`config.mk`:
```
export PLATFORM = sky130hd
export DESIGN_NAME = lcd_cmd_sequencer
export DESIGN_NICKNAME = d
export VERILOG_FILES = /design/src/rtl/lcd_cmd_sequencer.sv
export SDC_FILE = /design/constraint.sdc
export NUM_CORES = 1
export LEC_CHECK = 0
export CELL_PAD_IN_SITES_DETAIL_PLACEMENT = 1
export CELL_PAD_IN_SITES_GLOBAL_PLACEMENT = 1
export CORE_UTILIZATION = 39
export DETAILED_ROUTE_END_ITERATION = 10
export PLACE_DENSITY = 0.85
export SLEW_MARGIN = 10
export SYNTH_ARGS = -nofsm -noshare
export SYNTH_HDL_FRONTEND = slang
export SYNTH_SLANG_ARGS = --single-unit
```
`constraint.sdc`:
```
create_clock -name iCLK -period 1.8 [get_ports iCLK]
set_input_delay 0.27 -clock iCLK [delete_from_list [all_inputs] [get_ports iCLK]]
set_output_delay 0.27 -clock iCLK [all_outputs]
set_load 0.01 [all_outputs]
```
`src/rtl/lcd_cmd_sequencer.sv`:
```
// HD44780-style character LCD sequencer: power-up delay, fixed init ROM, then
// single-byte command/data writes with setup, enable-pulse and execution timing.
module lcd_cmd_sequencer #(
    parameter int PWRUP_CYC = 1000000,
    parameter int SETUP_CYC = 2,
    parameter int EN_CYC    = 25,
    parameter int CMD_CYC   = 2500,
    parameter int CLR_CYC   = 100000,
    parameter int CNT_W     = 20
) (
    input  logic       iCLK,
    input  logic       iRST_n,
    input  logic       iWR_REQ,
    input  logic       iRS,
    input  logic [7:0] iDATA,
    output logic       oREADY,
    output logic       oINIT_DONE,
    output logic [7:0] oLCD_DATA,
    output logic       oLCD_RS,
    output logic       oLCD_RW,
    output logic       oLCD_EN
);

    localparam logic [CNT_W-1:0] L_PWRUP = CNT_W'(PWRUP_CYC);
    localparam logic [CNT_W-1:0] L_SETUP = CNT_W'(SETUP_CYC);
    localparam logic [CNT_W-1:0] L_EN    = CNT_W'(EN_CYC);
    localparam logic [CNT_W-1:0] L_CMD   = CNT_W'(CMD_CYC);
    localparam logic [CNT_W-1:0] L_CLR   = CNT_W'(CLR_CYC);
    localparam logic [CNT_W-1:0] L_ONE   = CNT_W'(1);
    localparam logic [2:0]       L_LAST  = 3'd4;

    typedef enum logic [2:0] {
        S_PWRUP,
        S_SETUP,
        S_PULSE,
        S_WAIT,
        S_IDLE
    } state_t;

    state_t           r_state, w_state_nxt;
    logic [CNT_W-1:0] r_cnt, w_cnt_nxt;
    logic [2:0]       r_idx, w_idx_nxt;
    logic [7:0]       r_data, w_data_nxt;
    logic             r_rs, w_rs_nxt;
    logic             r_en;
    logic             r_ready;
    logic             r_init_done, w_init_done_nxt;
    logic             w_done;
    logic             w_long;

    function automatic logic [7:0] f_rom(input logic [2:0] idx);
        case (idx)
            3'd0:    f_rom = 8'h38;
            3'd1:    f_rom = 8'h38;
            3'd2:    f_rom = 8'h0C;
            3'd3:    f_rom = 8'h01;
            3'd4:    f_rom = 8'h06;
            default: f_rom = 8'h00;
        endcase
    endfunction

    // Exiting on count 1 (while the counter steps to 0) makes each phase last
    // exactly its programmed number of clocks.
    assign w_done = (r_cnt <= L_ONE);

    // Clear and return-home commands need the long execution wait.
    assign w_long = !r_rs && (r_data == 8'h01 || r_data == 8'h02 || r_data == 8'h03);

    always_comb begin
        w_state_nxt     = r_state;
        w_cnt_nxt       = r_cnt - L_ONE;
        w_idx_nxt       = r_idx;
        w_data_nxt      = r_data;
        w_rs_nxt        = r_rs;
        w_init_done_nxt = r_init_done;
        case (r_state)
            S_PWRUP: begin
                if (w_done) begin
                    w_state_nxt = S_SETUP;
                    w_cnt_nxt   = L_SETUP;
                    w_idx_nxt   = 3'd0;
                    w_data_nxt  = f_rom(3'd0);
                    w_rs_nxt    = 1'b0;
                end
            end
            S_SETUP: begin
                if (w_done) begin
                    w_state_nxt = S_PULSE;
                    w_cnt_nxt   = L_EN;
                end
            end
            S_PULSE: begin
                if (w_done) begin
                    w_state_nxt = S_WAIT;
                    w_cnt_nxt   = w_long ? L_CLR : L_CMD;
                end
            end
            S_WAIT: begin
                if (w_done) begin
                    w_idx_nxt = r_idx + 3'd1;
                    if (!r_init_done && r_idx != L_LAST) begin
                        w_state_nxt = S_SETUP;
                        w_cnt_nxt   = L_SETUP;
                        w_data_nxt  = f_rom(r_idx + 3'd1);
                        w_rs_nxt    = 1'b0;
                    end else begin
                        w_state_nxt     = S_IDLE;
                        w_cnt_nxt       = '0;
                        w_init_done_nxt = 1'b1;
                    end
                end
            end
            S_IDLE: begin
                w_cnt_nxt = r_cnt;
                if (iWR_REQ) begin
                    w_state_nxt = S_SETUP;
                    w_cnt_nxt   = L_SETUP;
                    w_data_nxt  = iDATA;
                    w_rs_nxt    = iRS;
                end
            end
            default: begin
                w_state_nxt = S_PWRUP;
                w_cnt_nxt   = L_PWRUP;
            end
        endcase
    end

    // EN and READY are registered from the next state so they line up with it.
    always_ff @(posedge iCLK or negedge iRST_n) begin
        if (!iRST_n) begin
            r_state     <= S_PWRUP;
            r_cnt       <= L_PWRUP;
            r_idx       <= 3'd0;
            r_data      <= 8'h00;
            r_rs        <= 1'b0;
            r_en        <= 1'b0;
            r_ready     <= 1'b0;
            r_init_done <= 1'b0;
        end else begin
            r_state     <= w_state_nxt;
            r_cnt       <= w_cnt_nxt;
            r_idx       <= w_idx_nxt;
            r_data      <= w_data_nxt;
            r_rs        <= w_rs_nxt;
            r_en        <= (w_state_nxt == S_PULSE);
            r_ready     <= (w_state_nxt == S_IDLE);
            r_init_done <= w_init_done_nxt;
        end
    end

    assign oREADY     = r_ready;
    assign oINIT_DONE = r_init_done;
    assign oLCD_DATA  = r_data;
    assign oLCD_RS    = r_rs;
    assign oLCD_RW    = 1'b0;
    assign oLCD_EN    = r_en;

endmodule

```
==> flow_summary.yaml <==
final_layout:
  syn_to_final_growth_pct: 60.26
  nNetsFinal: 385
  final_core_util: 0.6469
  layout-drive-gt1-share: 0.4754
  num_antenna_cells: 0
  nFillCells: 651
critical_path:
  worstReg2RegEnd: "r_cnt[17]"
  worstPathMaxFanout: 5
  worst_path_max_delay_cell: "or4_1"
  cp_data_arrival_time_ns: 2.21
  critPathRequiredTime_ns: 2.04
  r2r_start: "r_cnt[0]"
  r2r_cells: 7
  crit_chain: "buf_4, buf_4, nor4_4, buf_4, nand2_2, or4_1, nand3_1"
  path_buf_inv: 3
  critical_path_class: "reg -> reg"
  max_stage_delay_ns: 0.43
  start_kind: "register"
  path_common_cell: "buf_4"
  rrSetupSlack_ns: -0.16
  end_kind: "register"
  crit_family: "simple AND/OR/NAND/NOR gates"
placement:
  portBuffers: 23
  hpwl_um: 6463
  gp_congestion: 0.9454
  pre_cts_ws_ns: -0.2440
sta:
  finalWorstSetupSlack_ns: -0.1650
  maxSlewViolCount: 0
  finalCriticalPeriod_ns: 1.965
  setup_viol: 19
  rsz0062_at_grt: "yes"
  worst_clock_skew_ns: 0.01120
  hold_viol: 0
  finalCritPeriodShare: 1.092
  clock.fmax_ghz: 0.5089
synthesis:
  syn-cell-area_sq_um: 2390
  yosys.cell_count.top_type: "dfrtp_1"
  synth_top_area_share: 0.3246
  async_flop_share: 1.000
  ys.flop_type: "dfrtp_1"
  ys_seq_elements: 38
  syn_area_per_cell_sq_um: 9.192
  yosys.area.top_type: "dfrtp_1"
  yosysUniqueCellTypes: 61
  ys_top_cells_by_area: "dfrtp_1 32%, dfstp_2 7.7%, o21ai_0 5.9%"
  synth-edff-count: 0
  synth_cells: 260
  netlist_top_cells_count: "31 x dfrtp_1, 28 x o21ai_0, 19 x nand2_1, 16 x a21oi_1, 12 x inv_1"
  synth_warnings: 0
  syn_nets: 280
  ys_seq_area_frac: 0.4016
floorplan:
  dieArea_sq_um: 6445
  fp.dieH_um: 80.28
  chipWidth_um: 80.28
  rows: 28
  coreArea_sq_um: 5921
  initial_core_util: 0.4036
  pin_count: 25
global_route:
  grt_util_all_layers: 0.3214
  grt_pass1_vias: 3030
  grt_start_max_net_pins: 23
  grt_pass1_wl_um: 15290
  grt-ovfl-total: 0
  antenna_found_initial: 0
drt:
  finalWirelength_um: 10330
  drc_errors: 0
  antenna_left: 0
  vias: 2730
  drtIter0Drc: 219
  first_pass_iters: 4
  vias_per_cell: 6.190
  wl_per_cell_um: 23.42
clocking:
  cts_buffers: 5
  insertion_delay_ns: 0.31
  htree_levels: 2
  cts-root-buf: "clkbuf_8"
  clkSlewWorstSetupHoldPaths_ns: 0.09
  clockBufferDepth: 2
  cts_tree: "built"
  cts.sinks: 38
power:
  p_per_area_nw_per_um2: 409.4
  switchingPower_mw: 0.3768
  clkPwrFrac: 0.420
  total_leakage_power_nw: 1.633
  intPower_mw: 1.191
  combinationalPowerShare: 0.036
  power_frac_seq: 0.544
  sw_frac_of_total: 0.2403
  ir_worst_vdd_uv: 300.3
run_status:
  failed_checks: "negative setup slack"
  status: "complete, but fails checks"
hold_path:
  hold_class: "in -> async"
run:
  cap_violations: 0
[cell type report]
type	count	area (sq um)	area share
timing repair buffer	113	980.9	0.2561
tap	75	93.84	0.02450
multi-input combinational	195	1650	0.4309
sequential	38	960.9	0.2509
clock buffer	6	82.58	0.02156
inverter	12	48.80	0.01274
clock inverter	2	12.51	0.003267
[registers in the layout, summed over array words and instances, names as in the netlist]
register / flops
oLCD_DATA: 8
r_cnt: 20
oINIT_DONE: 1
oREADY: 1
oLCD_EN: 1
oLCD_RS: 1
r_state: 3
r_idx: 3
[cells by family (layout without fill, tap and decap cells)]
logic type                 after synthesis  count (layout)  synth area share
AOI/OAI and AO/OA                       99              99            0.2827
adders and majority gates                8               8           0.04189
buffers and inverters                   27             133           0.04921
DFF                                     38              38            0.4016
muxes                                    3               3           0.01361
other                                    1               1          0.001569
and+or+nand+nor                         84              84            0.2094
[routing by layer]
layer | up-vias | global-route usage | routed length [um]
li1 | 1199 | - | -
met1 | 1385 | 0.3610 | 4050
met2 | 105 | 0.5709 | 5343
met3 | 41 | 0.05568 | 485
met4 | 0 | 0.1804 | 450
met5 | - | 0 | 0
[metrics by stage]
step                      instance area, sq um  hold WS (ns)  setup TNS (ns)  cells  power [mW]
final                                     3830        0.4337          -1.234    441       1.568
after global routing                      3830        0.4872          -2.685    441       1.611
after CTS                                 3540        0.4476         -0.2985    433       1.573
after detailed placement                  3194        0.2449          -4.424    415      0.9241
after global placement                    3194        0.2371          -2.327    415      0.9224
after floorplan                           2395      -0.02559               0    260      0.8752
[power by group through the flow]
stage	sequential (mW)	combinational (mW)	clock, mW
2_1_floorplan	0.870	0.00494	0
3_3_place_gp	0.870	0.0524	0
3_5_place_dp	0.870	0.0541	0
4_1_cts	0.854	0.0558	0.664
5_1_grt	0.854	0.0626	0.695
6_report	0.854	0.0560	0.658
[worst max path at each step]
| stage | from | slack (ns) | end | cells past startpoint |
|---|---|---|---|---|
| finish | r_cnt[0] | -0.16 | r_cnt[17] | 7 |
| global route | r_cnt[0] | -0.22 | r_cnt[17] | 7 |
| CTS | r_cnt[1] | -0.06 | r_cnt[9] | 6 |
| global placement | r_cnt[14] | -0.16 | oLCD_DATA[5] | 7 |
| detailed placement | r_cnt[15] | -0.24 | r_idx[2] | 6 |
| floorplan | r_cnt[0] | 0.006 | r_cnt[14] | 7 |
[layout by cell type (no fill, tap or decap), types with 3 or more instances in the layout]
master | Yosys | routed
o21ai_1 | 1 | 10
a21oi_1 | 16 | 13
a21oi_2 | 1 | 3
a31oi_1 | 5 | 4
ha_2 | 0 | 3
nand3_1 | 11 | 7
o21ai_0 | 28 | 15
buf_4 | 2 | 73
buf_6 | 0 | 14
ha_1 | 8 | 3
nand3_2 | 0 | 4
inv_2 | 0 | 4
clkdlybuf4s50_1 | 0 | 22
clkbuf_8 | 0 | 6
nor2b_1 | 3 | 3
or4_4 | 0 | 4
nor2_2 | 0 | 3
nand2_1 | 19 | 15
a22o_1 | 6 | 6
dfstp_2 | 7 | 7
nor4_4 | 2 | 6
nand2_2 | 0 | 4
inv_1 | 12 | 7
nor3_1 | 9 | 8
nor2_1 | 10 | 6
o21ai_2 | 0 | 4
dfrtp_1 | 31 | 30
o211ai_1 | 6 | 6
[repair_timing]
action                                  in CTS  in global routing
pin swaps                                   15                 16
hold buffers                                 1                  0
buffers inserted                             9                  8
gates cloned                                 0                  0
resized for setup                           41                 57
endpoints found under the setup margin      34                 30
endpoints found under the hold margin       13                  0
(Power assumes the default switching activity.)
